--- src/rtl/lsu_if.sv ---
// LSU signal bundle: EXU input handshake, data-memory req/ack port and write-back outputs.
// The slave modport is the LSU side; the master modport is the EXU/memory/write-back side.
interface lsu_if;
    logic        in_valid;
    logic        in_ready;
    logic [6:0]  opcode_i;
    logic [2:0]  funct3_i;
    logic [4:0]  rd_i;
    logic [31:0] alu_out_i;
    logic [31:0] rs2_data_i;
    logic        mem_req;
    logic        mem_we;
    logic [31:0] mem_addr;
    logic [31:0] mem_wdata;
    logic [3:0]  mem_wstrb;
    logic [31:0] mem_rdata;
    logic        mem_ack;
    logic        wb_valid;
    logic        wb_we;
    logic [4:0]  wb_rd;
    logic [31:0] wb_data;
    logic        misalign_err;
    logic        bus_err;

    modport slave (
        input  in_valid, opcode_i, funct3_i, rd_i, alu_out_i, rs2_data_i, mem_rdata, mem_ack,
        output in_ready, mem_req, mem_we, mem_addr, mem_wdata, mem_wstrb,
               wb_valid, wb_we, wb_rd, wb_data, misalign_err, bus_err
    );

    modport master (
        output in_valid, opcode_i, funct3_i, rd_i, alu_out_i, rs2_data_i, mem_rdata, mem_ack,
        input  in_ready, mem_req, mem_we, mem_addr, mem_wdata, mem_wstrb,
               wb_valid, wb_we, wb_rd, wb_data, misalign_err, bus_err
    );
endinterface

--- src/rtl/lsu.sv ---
// Load/store unit: non-memory ops pass through in one cycle; loads/stores run a req/ack cycle
// with byte lanes, load extension, misalignment detection and an optional ack timeout.
module lsu #(
    parameter int TIMEOUT = 16
) (
    input  logic clk,
    input  logic rst,
    lsu_if.slave bus
);
    localparam logic [0:0] S_IDLE    = 1'b0;
    localparam logic [0:0] S_REQ     = 1'b1;
    localparam logic [6:0] OP_LOAD   = 7'b0000011;
    localparam logic [6:0] OP_STORE  = 7'b0100011;
    localparam logic [6:0] OP_BRANCH = 7'b1100011;
    localparam logic [1:0] SZ_B      = 2'd0;
    localparam logic [1:0] SZ_H      = 2'd1;
    localparam logic [1:0] SZ_W      = 2'd2;
    localparam int         CW        = (TIMEOUT > 1) ? $clog2(TIMEOUT) : 1;

    logic [0:0]    state_q, state_d;
    logic          req_q, req_d, we_q, we_d;
    logic [31:0]   addr_q, addr_d, wdata_q, wdata_d;
    logic [3:0]    wstrb_q, wstrb_d;
    logic [4:0]    rd_q, rd_d;
    logic [1:0]    sz_q, sz_d, lane_q, lane_d;
    logic          sgn_q, sgn_d;
    logic [CW-1:0] cnt_q, cnt_d;
    logic          wb_vld_q, wb_vld_d, wb_we_q, wb_we_d;
    logic [4:0]    wb_rd_q, wb_rd_d;
    logic [31:0]   wb_dat_q, wb_dat_d;
    logic          mis_q, mis_d, berr_q, berr_d;

    logic          fire, is_ld, is_st, misal, expire;
    logic [1:0]    a, sz;
    logic [31:0]   shifted, ld_data;

    assign fire  = bus.in_valid && (state_q == S_IDLE);
    assign is_ld = (bus.opcode_i == OP_LOAD);
    assign is_st = (bus.opcode_i == OP_STORE);
    assign a     = bus.alu_out_i[1:0];

    // Unknown funct3 codes collapse to word width for both loads and stores.
    always_comb begin
        sz = SZ_W;
        if (is_ld) begin
            case (bus.funct3_i)
                3'b000, 3'b100: sz = SZ_B;
                3'b001, 3'b101: sz = SZ_H;
                default:        sz = SZ_W;
            endcase
        end else begin
            case (bus.funct3_i)
                3'b000:  sz = SZ_B;
                3'b001:  sz = SZ_H;
                default: sz = SZ_W;
            endcase
        end
    end

    assign misal  = ((sz == SZ_H) && a[0]) || ((sz == SZ_W) && (a != 2'b00));
    assign expire = (TIMEOUT != 0) && (cnt_q == CW'(TIMEOUT - 1));

    always_comb begin
        shifted = bus.mem_rdata >> {lane_q, 3'b000};
        ld_data = shifted;
        case (sz_q)
            SZ_B:    ld_data = {{24{sgn_q & shifted[7]}}, shifted[7:0]};
            SZ_H:    ld_data = {{16{sgn_q & shifted[15]}}, shifted[15:0]};
            default: ld_data = shifted;
        endcase
    end

    always_comb begin
        state_d  = state_q;
        req_d    = req_q;
        we_d     = we_q;
        addr_d   = addr_q;
        wdata_d  = wdata_q;
        wstrb_d  = wstrb_q;
        rd_d     = rd_q;
        sz_d     = sz_q;
        sgn_d    = sgn_q;
        lane_d   = lane_q;
        cnt_d    = cnt_q;
        wb_vld_d = 1'b0;
        wb_we_d  = wb_we_q;
        wb_rd_d  = wb_rd_q;
        wb_dat_d = wb_dat_q;
        mis_d    = 1'b0;
        berr_d   = 1'b0;
        if (state_q == S_IDLE) begin
            if (fire && (is_ld || is_st) && misal) begin
                wb_vld_d = 1'b1;
                wb_we_d  = 1'b0;
                wb_rd_d  = bus.rd_i;
                wb_dat_d = bus.alu_out_i;
                mis_d    = 1'b1;
            end else if (fire && (is_ld || is_st)) begin
                state_d = S_REQ;
                req_d   = 1'b1;
                we_d    = is_st;
                addr_d  = {bus.alu_out_i[31:2], 2'b00};
                rd_d    = bus.rd_i;
                sz_d    = sz;
                sgn_d   = is_ld && (bus.funct3_i[2] == 1'b0);
                lane_d  = a;
                cnt_d   = '0;
                wstrb_d = 4'b0000;
                wdata_d = bus.rs2_data_i;
                if (is_st) begin
                    case (sz)
                        SZ_B: begin
                            wstrb_d = 4'b0001 << a;
                            wdata_d = {4{bus.rs2_data_i[7:0]}};
                        end
                        SZ_H: begin
                            wstrb_d = 4'b0011 << a;
                            wdata_d = {2{bus.rs2_data_i[15:0]}};
                        end
                        default: wstrb_d = 4'hF;
                    endcase
                end
            end else if (fire) begin
                wb_vld_d = 1'b1;
                wb_we_d  = (bus.opcode_i != OP_BRANCH) && (bus.rd_i != 5'd0);
                wb_rd_d  = bus.rd_i;
                wb_dat_d = bus.alu_out_i;
            end
        end else begin
            // An ack on the expiry edge completes normally.
            if (bus.mem_ack) begin
                state_d  = S_IDLE;
                req_d    = 1'b0;
                we_d     = 1'b0;
                wstrb_d  = 4'b0000;
                wb_vld_d = 1'b1;
                wb_we_d  = !we_q && (rd_q != 5'd0);
                wb_rd_d  = rd_q;
                wb_dat_d = we_q ? 32'd0 : ld_data;
            end else if (expire) begin
                state_d  = S_IDLE;
                req_d    = 1'b0;
                we_d     = 1'b0;
                wstrb_d  = 4'b0000;
                wb_vld_d = 1'b1;
                wb_we_d  = 1'b0;
                wb_rd_d  = rd_q;
                wb_dat_d = 32'd0;
                berr_d   = 1'b1;
            end else begin
                cnt_d = cnt_q + 1'b1;
            end
        end
    end

    always_ff @(posedge clk or posedge rst) begin
        if (rst) begin
            state_q  <= S_IDLE;
            req_q    <= 1'b0;
            we_q     <= 1'b0;
            addr_q   <= '0;
            wdata_q  <= '0;
            wstrb_q  <= '0;
            rd_q     <= '0;
            sz_q     <= '0;
            sgn_q    <= 1'b0;
            lane_q   <= '0;
            cnt_q    <= '0;
            wb_vld_q <= 1'b0;
            wb_we_q  <= 1'b0;
            wb_rd_q  <= '0;
            wb_dat_q <= '0;
            mis_q    <= 1'b0;
            berr_q   <= 1'b0;
        end else begin
            state_q  <= state_d;
            req_q    <= req_d;
            we_q     <= we_d;
            addr_q   <= addr_d;
            wdata_q  <= wdata_d;
            wstrb_q  <= wstrb_d;
            rd_q     <= rd_d;
            sz_q     <= sz_d;
            sgn_q    <= sgn_d;
            lane_q   <= lane_d;
            cnt_q    <= cnt_d;
            wb_vld_q <= wb_vld_d;
            wb_we_q  <= wb_we_d;
            wb_rd_q  <= wb_rd_d;
            wb_dat_q <= wb_dat_d;
            mis_q    <= mis_d;
            berr_q   <= berr_d;
        end
    end

    assign bus.in_ready     = (state_q == S_IDLE);
    assign bus.mem_req      = req_q;
    assign bus.mem_we       = we_q;
    assign bus.mem_addr     = addr_q;
    assign bus.mem_wdata    = wdata_q;
    assign bus.mem_wstrb    = wstrb_q;
    assign bus.wb_valid     = wb_vld_q;
    assign bus.wb_we        = wb_we_q;
    assign bus.wb_rd        = wb_rd_q;
    assign bus.wb_data      = wb_dat_q;
    assign bus.misalign_err = mis_q;
    assign bus.bus_err      = berr_q;
endmodule

--- src/flat_wrapper.sv ---
// flat-port wrapper written by rule: the top's interface ports become plain ports
module lsu_flat 
#(
    parameter int TIMEOUT = 16
)
  (clk, rst, bus_in_valid, bus_opcode_i, bus_funct3_i, bus_rd_i, bus_alu_out_i, bus_rs2_data_i, bus_mem_rdata, bus_mem_ack, bus_in_ready, bus_mem_req, bus_mem_we, bus_mem_addr, bus_mem_wdata, bus_mem_wstrb, bus_wb_valid, bus_wb_we, bus_wb_rd, bus_wb_data, bus_misalign_err, bus_bus_err);
  lsu_if bus_i ();
  input  logic clk;
  input  logic rst;
  input wire logic [$bits(bus_i.in_valid)-1:0] bus_in_valid;
  input wire logic [$bits(bus_i.opcode_i)-1:0] bus_opcode_i;
  input wire logic [$bits(bus_i.funct3_i)-1:0] bus_funct3_i;
  input wire logic [$bits(bus_i.rd_i)-1:0] bus_rd_i;
  input wire logic [$bits(bus_i.alu_out_i)-1:0] bus_alu_out_i;
  input wire logic [$bits(bus_i.rs2_data_i)-1:0] bus_rs2_data_i;
  input wire logic [$bits(bus_i.mem_rdata)-1:0] bus_mem_rdata;
  input wire logic [$bits(bus_i.mem_ack)-1:0] bus_mem_ack;
  output wire logic [$bits(bus_i.in_ready)-1:0] bus_in_ready;
  output wire logic [$bits(bus_i.mem_req)-1:0] bus_mem_req;
  output wire logic [$bits(bus_i.mem_we)-1:0] bus_mem_we;
  output wire logic [$bits(bus_i.mem_addr)-1:0] bus_mem_addr;
  output wire logic [$bits(bus_i.mem_wdata)-1:0] bus_mem_wdata;
  output wire logic [$bits(bus_i.mem_wstrb)-1:0] bus_mem_wstrb;
  output wire logic [$bits(bus_i.wb_valid)-1:0] bus_wb_valid;
  output wire logic [$bits(bus_i.wb_we)-1:0] bus_wb_we;
  output wire logic [$bits(bus_i.wb_rd)-1:0] bus_wb_rd;
  output wire logic [$bits(bus_i.wb_data)-1:0] bus_wb_data;
  output wire logic [$bits(bus_i.misalign_err)-1:0] bus_misalign_err;
  output wire logic [$bits(bus_i.bus_err)-1:0] bus_bus_err;
  assign bus_i.in_valid = bus_in_valid;
  assign bus_i.opcode_i = bus_opcode_i;
  assign bus_i.funct3_i = bus_funct3_i;
  assign bus_i.rd_i = bus_rd_i;
  assign bus_i.alu_out_i = bus_alu_out_i;
  assign bus_i.rs2_data_i = bus_rs2_data_i;
  assign bus_i.mem_rdata = bus_mem_rdata;
  assign bus_i.mem_ack = bus_mem_ack;
  assign bus_in_ready = bus_i.in_ready;
  assign bus_mem_req = bus_i.mem_req;
  assign bus_mem_we = bus_i.mem_we;
  assign bus_mem_addr = bus_i.mem_addr;
  assign bus_mem_wdata = bus_i.mem_wdata;
  assign bus_mem_wstrb = bus_i.mem_wstrb;
  assign bus_wb_valid = bus_i.wb_valid;
  assign bus_wb_we = bus_i.wb_we;
  assign bus_wb_rd = bus_i.wb_rd;
  assign bus_wb_data = bus_i.wb_data;
  assign bus_misalign_err = bus_i.misalign_err;
  assign bus_bus_err = bus_i.bus_err;
  lsu #(.TIMEOUT(TIMEOUT)) u_core (.clk(clk), .rst(rst), .bus(bus_i));
endmodule
--- config.mk ---
export PLATFORM = sky130hd
export DESIGN_NAME = lsu_flat
export DESIGN_NICKNAME = d
export VERILOG_FILES = /design/src/rtl/lsu_if.sv /design/src/rtl/lsu.sv /design/src/flat_wrapper.sv
export SDC_FILE = /design/constraint.sdc
export NUM_CORES = 1
export LEC_CHECK = 0
export ABC_AREA = 1
export CAP_MARGIN = 20
export CORE_MARGIN = 3
export CORE_UTILIZATION = 47
export CTS_BUF_LIST = sky130_fd_sc_hd__clkbuf_2
export DETAILED_ROUTE_END_ITERATION = 10
export PLACE_DENSITY = 0.83
export SLEW_MARGIN = 10
export SYNTH_ARGS = -nofsm -noshare
export SYNTH_HDL_FRONTEND = slang
export SYNTH_SLANG_ARGS = --single-unit
--- constraint.sdc ---
create_clock -name clk -period 4.5 [get_ports clk]
set_clock_uncertainty 0.1 [all_clocks]
set_input_delay 0.675 -clock clk [delete_from_list [all_inputs] [get_ports clk]]
set_output_delay 0.675 -clock clk [all_outputs]
set_load 0.005 [all_outputs]
==> results by group <==
Route
  – Via density: between 5 and 6
  – Final WL: between 15,000 and 20,000 um
  – Post-route DRC violation count: 0
  – Pre-antenna DRT Iters: 5
  – Wire per inst: 14.9 um
  – 1st-iter DRT viols: between 600 and 700
  – Via Count: 6,632
  – Antenna viol nets, final: 0

Synthesis
  – Top-area cell type share of the netlist area: 0.471
  – Syn avg cell area: 7.19 um^2
  – Synth area leaders: dfrtp_1, nand2_1, o21ai_0
  – Synth area leader: dfrtp_1
  – Cell Area, Synth: 6580 um^2
  – YS warnings: 0
  – Sequential area share after synthesis: 0.471
  – Post-Syn Instances: between 900 and 1,000
  – Flops & latches, synth: approximately 120
  – Post-synth cell types: 30

Clocking
  – Max H-tree Level: 4
  – Post-cts repair resize count: 0
  – Hold-fix buffers, CTS: 0
  – TritonCTS clock tree: done
  – Root Buffer Master: clkbuf_2
  – Setup bufs post-CTS: 0
  – Clock transition at the registers of the reported paths: about 0.21 ns
  – Num Clock Sinks: ~120
  – Longest Clk Path Bufs: 2
  – Clk Latency, worst-skew pair: between 0.6 and 0.7 ns
  – Cts bufs inserted: 17

Pwr
  – Pwr Total: around 2600 uW
  – PwrDens: approximately 280 nW/um^2
  – Leak Pwr: 0.00457 uW
  – Maximum VDD drop: about 150 uV

Setup path
  – Critical Path Source: u_core.state_q$_DFF_PP0_
  – Critical path class: reg2out
  – CP Cell Sequence: inv_2, clkdlybuf4s50_1
  – Reg-to-Reg Start: u_core.state_q$_DFF_PP0_
  – Crit-path slowest cell: dfrtp_1
  – Crit. End Element: output port
  – CP max FO: 30
  – Startpoint types: register
  – Worst EP arrival: roughly 2.8 ns
  – CP peak stage delay: 1.04 ns
  – Critical Path RT: roughly 3.7 ns

Run status
  – Status: completed

Placed design
  – Global placer's final weighted congestion: slightly below 0.9
  – Port Buffers: 224
  – Hpwl dp: between 10,000 and 15,000 um

Floorplanning
  – Top-Level Pins: around 230
  – Die height: around 120 um
  – Initial Util: 0.489
  – Die area: around 15,000 um^2
  – Die X: roughly 120 um
  – Core Footprint: between 10,000 and 15,000 um^2
  – Site Rows: 42

STA
  – Final setup viols: 0
  – Part of the cycle the worst path needs: 0.789
  – RSZ-0062 raised after global routing: false
  – Min cycle time layout: 3.55 ns
  – Fmax: ~0.28 GHz
  – Hold Vio Cnt, Final: 0
  – Fin. max-slew vios: 0
  – Worst-margin pin slew: between 1 and 1.5 ns
  – Slew headroom: 0.329
  – Setup TNS: 0 ns

GRT
  – Total gr overflow: 0
  – First-pass GRT wire length: 32,400 um
  – Initial antenna violation count: 0
  – Number of global-route vias before repair: 6,345
  – Largest net degree at the start of global routing: 97
  – GRT Util Overall: 0.257

Finish
  – Layout cells sized above 1: 0.0549
  – Syn-to-layout area delta: 37.7%
  – ANT cells: 0
  – FILL cells: between 1,000 and 1,500
  – Fin nets: 1,232

Flow run
  – Maxcap violations: 0

Min path
  – Hold Path Class: in2async
==> synth_stat cells, drive strengths merged <==
cell / n
nor3: 6
ha: 1
inv: 63
o21ai: 76
nor2: 20
a21oi: 10
conb: 1
nand2: 482
dfrtp: 124
or2: 1
buf: 37
o211ai: 12
nor4: 2
nand3b: 1
clkbuf: 11
xor2: 1
nand4: 4
nand3: 63
==> state kept, by name, indices dropped and copies added, names as in the netlist <==
| signal | flops |
|---|---|
| u_core.sz_q | 2 |
| u_core.rd_q | 5 |
| u_core.lane_q | 2 |
| u_core.bus.wb_rd | 5 |
| u_core.bus.wb_data | 32 |
| u_core.bus.mem_wstrb | 4 |
| u_core.bus.mem_wdata | 32 |
| u_core.cnt_q | 4 |
| u_core.state_q | 1 |
| u_core.bus.wb_valid | 1 |
| u_core.bus.mem_we | 1 |
| u_core.bus.bus_err | 1 |
| u_core.bus.wb_we | 1 |
| u_core.bus.mem_addr | 30 |
| u_core.bus.misalign_err | 1 |
| u_core.sgn_q | 1 |
| u_core.bus.mem_req | 1 |
==> power by group <==
group	total, uW	switching, uW	internal, uW
registers	1260	59.0	1200
clock network	761	454	307
logic	536	241	295
total	2560	754	1800
==> kinds of logic (layout without fill, tap and decap cells) <==
kind of cell | count (synthesis) | in the layout | share of synthesized area
other | 1 | 2 | 0.000570
DFF | 124 | 124 | 0.471
and+or+nand+nor | 579 | 579 | 0.365
buffers and inverters | 111 | 324 | 0.0802
adders and majority gates | 1 | 1 | 0.00190
xor gates and xnor gates | 1 | 1 | 0.00133
AOI/OAI and AO/OA | 98 | 98 | 0.0797
==> metrics by stage <==
| stage | instance area [um^2] | std cells | setup slack, ns | hold WS (ns) | utilization |
|---|---|---|---|---|---|
| finish | 9060 | 1305 | 0.948 | 0.379 | 0.673 |
| global route | 9060 | 1305 | 0.754 | 0.365 | 0.673 |
| CTS | 9060 | 1305 | 0.904 | 0.406 | 0.673 |
| detailed placement | 8800 | 1273 | 0.876 | 0.362 | 0.654 |
| global placement | 8800 | 1273 | 1.06 | 0.356 | 0.654 |
| floorplan | 6590 | 916 | 0.426 | 0.365 | - |
==> critical path, delay by kind of cell (launching register included) <==
family / cells / cell delay (ns)
buffers and inverters: 2 / 1.07
DFF: 1 / 1.04
==> layer usage <==
layer  track usage  vias to the layer above  share of wire
li1              -                     3269              -
met1         0.343                     3058           0.42
met2         0.421                      286           0.48
met3        0.0690                       19          0.083
met4        0.0561                        0          0.010
met5             0                        -              0
==> area by class of cell <==
class	count	area (um^2)	area share
clock inverters	15	170	0.0188
clock buffers	17	85.1	0.00939
well taps	176	220	0.0243
flip-flops and latches	124	3100	0.342
multi-input cells	681	2960	0.327
repair buffers	229	2280	0.252
inverters	63	241	0.0267
==> layout by cell type (no fill, tap or decap), drive strengths merged, types with 2 or more instances in the layout <==
cell,n
nor3,6
clkdlybuf4s50,224
nand4,4
dfrtp,124
inv,66
nand3,63
conb,2
o211ai,12
clkinv,4
bufinv,3
nor4,2
a21oi,10
nand2,482
buf,5
clkinvlp,5
o21ai,76
clkbuf,17
nor2,20
==> final timing paths <==
kind                            depth (start not counted)                             endpoint  slack (ns)
worst max-delay path                                    2                         bus_in_ready        0.95
worst min-delay path                                    2  u_core.bus.mem_wstrb[1]$_DFFE_PP0P_        0.38
worst max register to register                          7   u_core.bus.wb_data[11]$_DFFE_PP0P_        1.34
worst min register to register                          2  u_core.bus.mem_wstrb[2]$_DFFE_PP0P_        0.40
max in group asynchronous                               3   u_core.bus.wb_data[24]$_DFFE_PP0P_        3.08
min in group clk                                        2  u_core.bus.mem_wstrb[2]$_DFFE_PP0P_        0.40
Power figures use the tool's default switching activity.
==> RTL change: new RTL, same flow settings <==
`TIMEOUT` is set to 16 in 2 places; all go to 32.
--- a/src/rtl/lsu.sv
+++ b/src/rtl/lsu.sv
@@ -2,5 +2,5 @@
 // with byte lanes, load extension, misalignment detection and an optional ack timeout.
 module lsu #(
-    parameter int TIMEOUT = 16
+    parameter int TIMEOUT = 32
 ) (
     input  logic clk,
--- a/src/flat_wrapper.sv
+++ b/src/flat_wrapper.sv
@@ -2,5 +2,5 @@
 module lsu_flat 
 #(
-    parameter int TIMEOUT = 16
+    parameter int TIMEOUT = 32
 )
   (clk, rst, bus_in_valid, bus_opcode_i, bus_funct3_i, bus_rd_i, bus_alu_out_i, bus_rs2_data_i, bus_mem_rdata, bus_mem_ack, bus_in_ready, bus_mem_req, bus_mem_we, bus_mem_addr, bus_mem_wdata, bus_mem_wstrb, bus_wb_valid, bus_wb_we, bus_wb_rd, bus_wb_data, bus_misalign_err, bus_bus_err);
Formal check against the unedited RTL: no difference found for any inputs over 4 cycles, from zero or initial values and one cycle with rst high; that may be too few to reach the edited logic, so the function may still have changed.
==> RTL change against the original RTL <==
- worst setup slack gained 0.15 ns
- power grew 2.0%
- largest power group unchanged
- cell count is the same
- critical path type unchanged
- final area grew 1.3%
- area after synthesis grew 1.9%
- synthesized cell count shrank 0.55%
- critical path depth grew 1
- sequential cell count grew 1
- routed wire length grew 3.7%
==> RTL change: results (changes against the original RTL) <==
[worst_setup_path]
arrival_ns = 2.63  ; -0.15 ns
worstPathMaxFanout = 26  ; -13%
max_stage_delay_ns = 0.62  ; -0.42 ns
r2r_cells = 8  ; +1
worstReg2RegEnd = u_core.bus.wb_data[28]
rrSetupSlack_ns = 1.88  ; +0.54 ns

[global_routing]
grt_start_max_net_pins = 70  ; -28%
grt_pass1_wl_um = 32900  ; +1.4%
antenna_found_initial = 1  ; +1
grt_usage_pct = 26.1  ; +0.40 points
grt_pass1_vias = 6441  ; +1.5%

[synthesis]
synthDistinctLibCells = 42  ; +40%
seq_area_frac_synth_pct = 46.6  ; -0.52 points
yosys-top-cells-area = dfrtp_1, nand2_1, o21ai_0
netlist_top_cells_count = nand2_1, dfrtp_1, o21ai_0

[finish]
drive_gt1_share_pct = 6.58  ; +1.1 points
nets = 1229  ; -0.24%
filler_cell_count = 1193  ; +1.6%

[clocking]
cts_resized = 0  ; unchanged

[timing]
tightestPinTransition_ns = 0.874  ; -0.132 ns

[routing]
wl_per_cell_um = 15.5  ; +3.7%
num_vias = 6664  ; +0.48%
drtIter0Drc = 585  ; -5.8%

[power]
p_leak_uw = 0.00461  ; +0.87%
vdd_drop_max_mv = 0.217  ; +43%

[placed_design]
dp_slack_ns = 1.22  ; +0.347 ns
place_area_um2 = 8900  ; +1.1%
gp_congestion = 0.919  ; +4.2%

[status]
outcome = finished clean

==> RTL change: changes by cell type in the layout (fill, tap and decap cells not counted), moves of 3 or more <==
cell / unedited run / this run
nand3_2: 5 / 11
nor3_1: 4 / 1
nand2_1: 477 / 473
o21ai_1: 2 / 25
inv_6: 4 / 0
inv_1: 57 / 49
clkinvlp_4: 5 / 2
inv_2: 5 / 8
nand3_1: 56 / 49
o21ai_0: 73 / 51
==> RTL change: where the power goes <==
part	switching, uW	internal [uW]
logic	251	298
clock network	426	363
registers	59.4	1210
total	736	1870
==> RTL change: layer usage <==
layer  vias up  GRT usage, %  routed length [um]
met1      3066          33.1                8410
met2       299          42.1                9460
li1       3266             -                   -
met4         0          8.48                 448
met3        33          8.80                1910
met5         -             0                   0
==> RTL change: final cells by class <==
cell class | count | share of cell area, %
well taps | 180 | 2.45
diodes | 1 | 0.0273
repair buffers | 231 | 25.1
clock inverters | 12 | 1.87
clock buffers | 19 | 1.04
flip-flops and latches | 125 | 34.1
inverters | 60 | 2.48
multi-input cells | 677 | 32.9
==> RTL change: logic make-up (layout without fill, tap and decap cells) <==
group	count (synthesis)	count (layout)	share of synthesized area [%]
flops	125	125	46.6
other cells	1	3	0.0559
mux	1	1	0.149
xor+xnor	1	1	0.131
simple gates	572	572	36.3
buf+inv	109	322	8.45
fa+ha+maj	2	2	0.373
compound gates	99	99	7.89
==> RTL change: worst min path at each step <==
| stage | slack [ns] | cells after the start | start | end |
|---|---|---|---|---|
| 6_report | 0.36 | 2 | rst | u_core.bus.mem_wdata[26] |
| 5_1_grt | 0.35 | 3 | bus_alu_out_i[11] | u_core.bus.mem_addr[11] |
| 4_1_cts | 0.35 | 2 | rst | u_core.bus.mem_wdata[17] |
| 3_5_place_dp | 0.36 | 2 | u_core.bus.mem_wdata[9] | u_core.bus.mem_wdata[9] |
| 3_3_place_gp | 0.36 | 2 | u_core.bus.mem_wstrb[3] | u_core.bus.mem_wstrb[3] |
| 2_1_floorplan | 0.35 | 2 | u_core.cnt_q[4] | u_core.cnt_q[4] |
==> RTL change: metrics by stage <==
step / utilization (%) / hold slack [ns] / total power, uW
CTS: 65.8 / 0.352 / 2630
global placement: 63.9 / 0.355 / 1830
global route: 65.8 / 0.347 / 2740
finish: 65.8 / 0.359 / 2610
detailed placement: 63.9 / 0.364 / 1840
floorplan: - / 0.346 / 1520
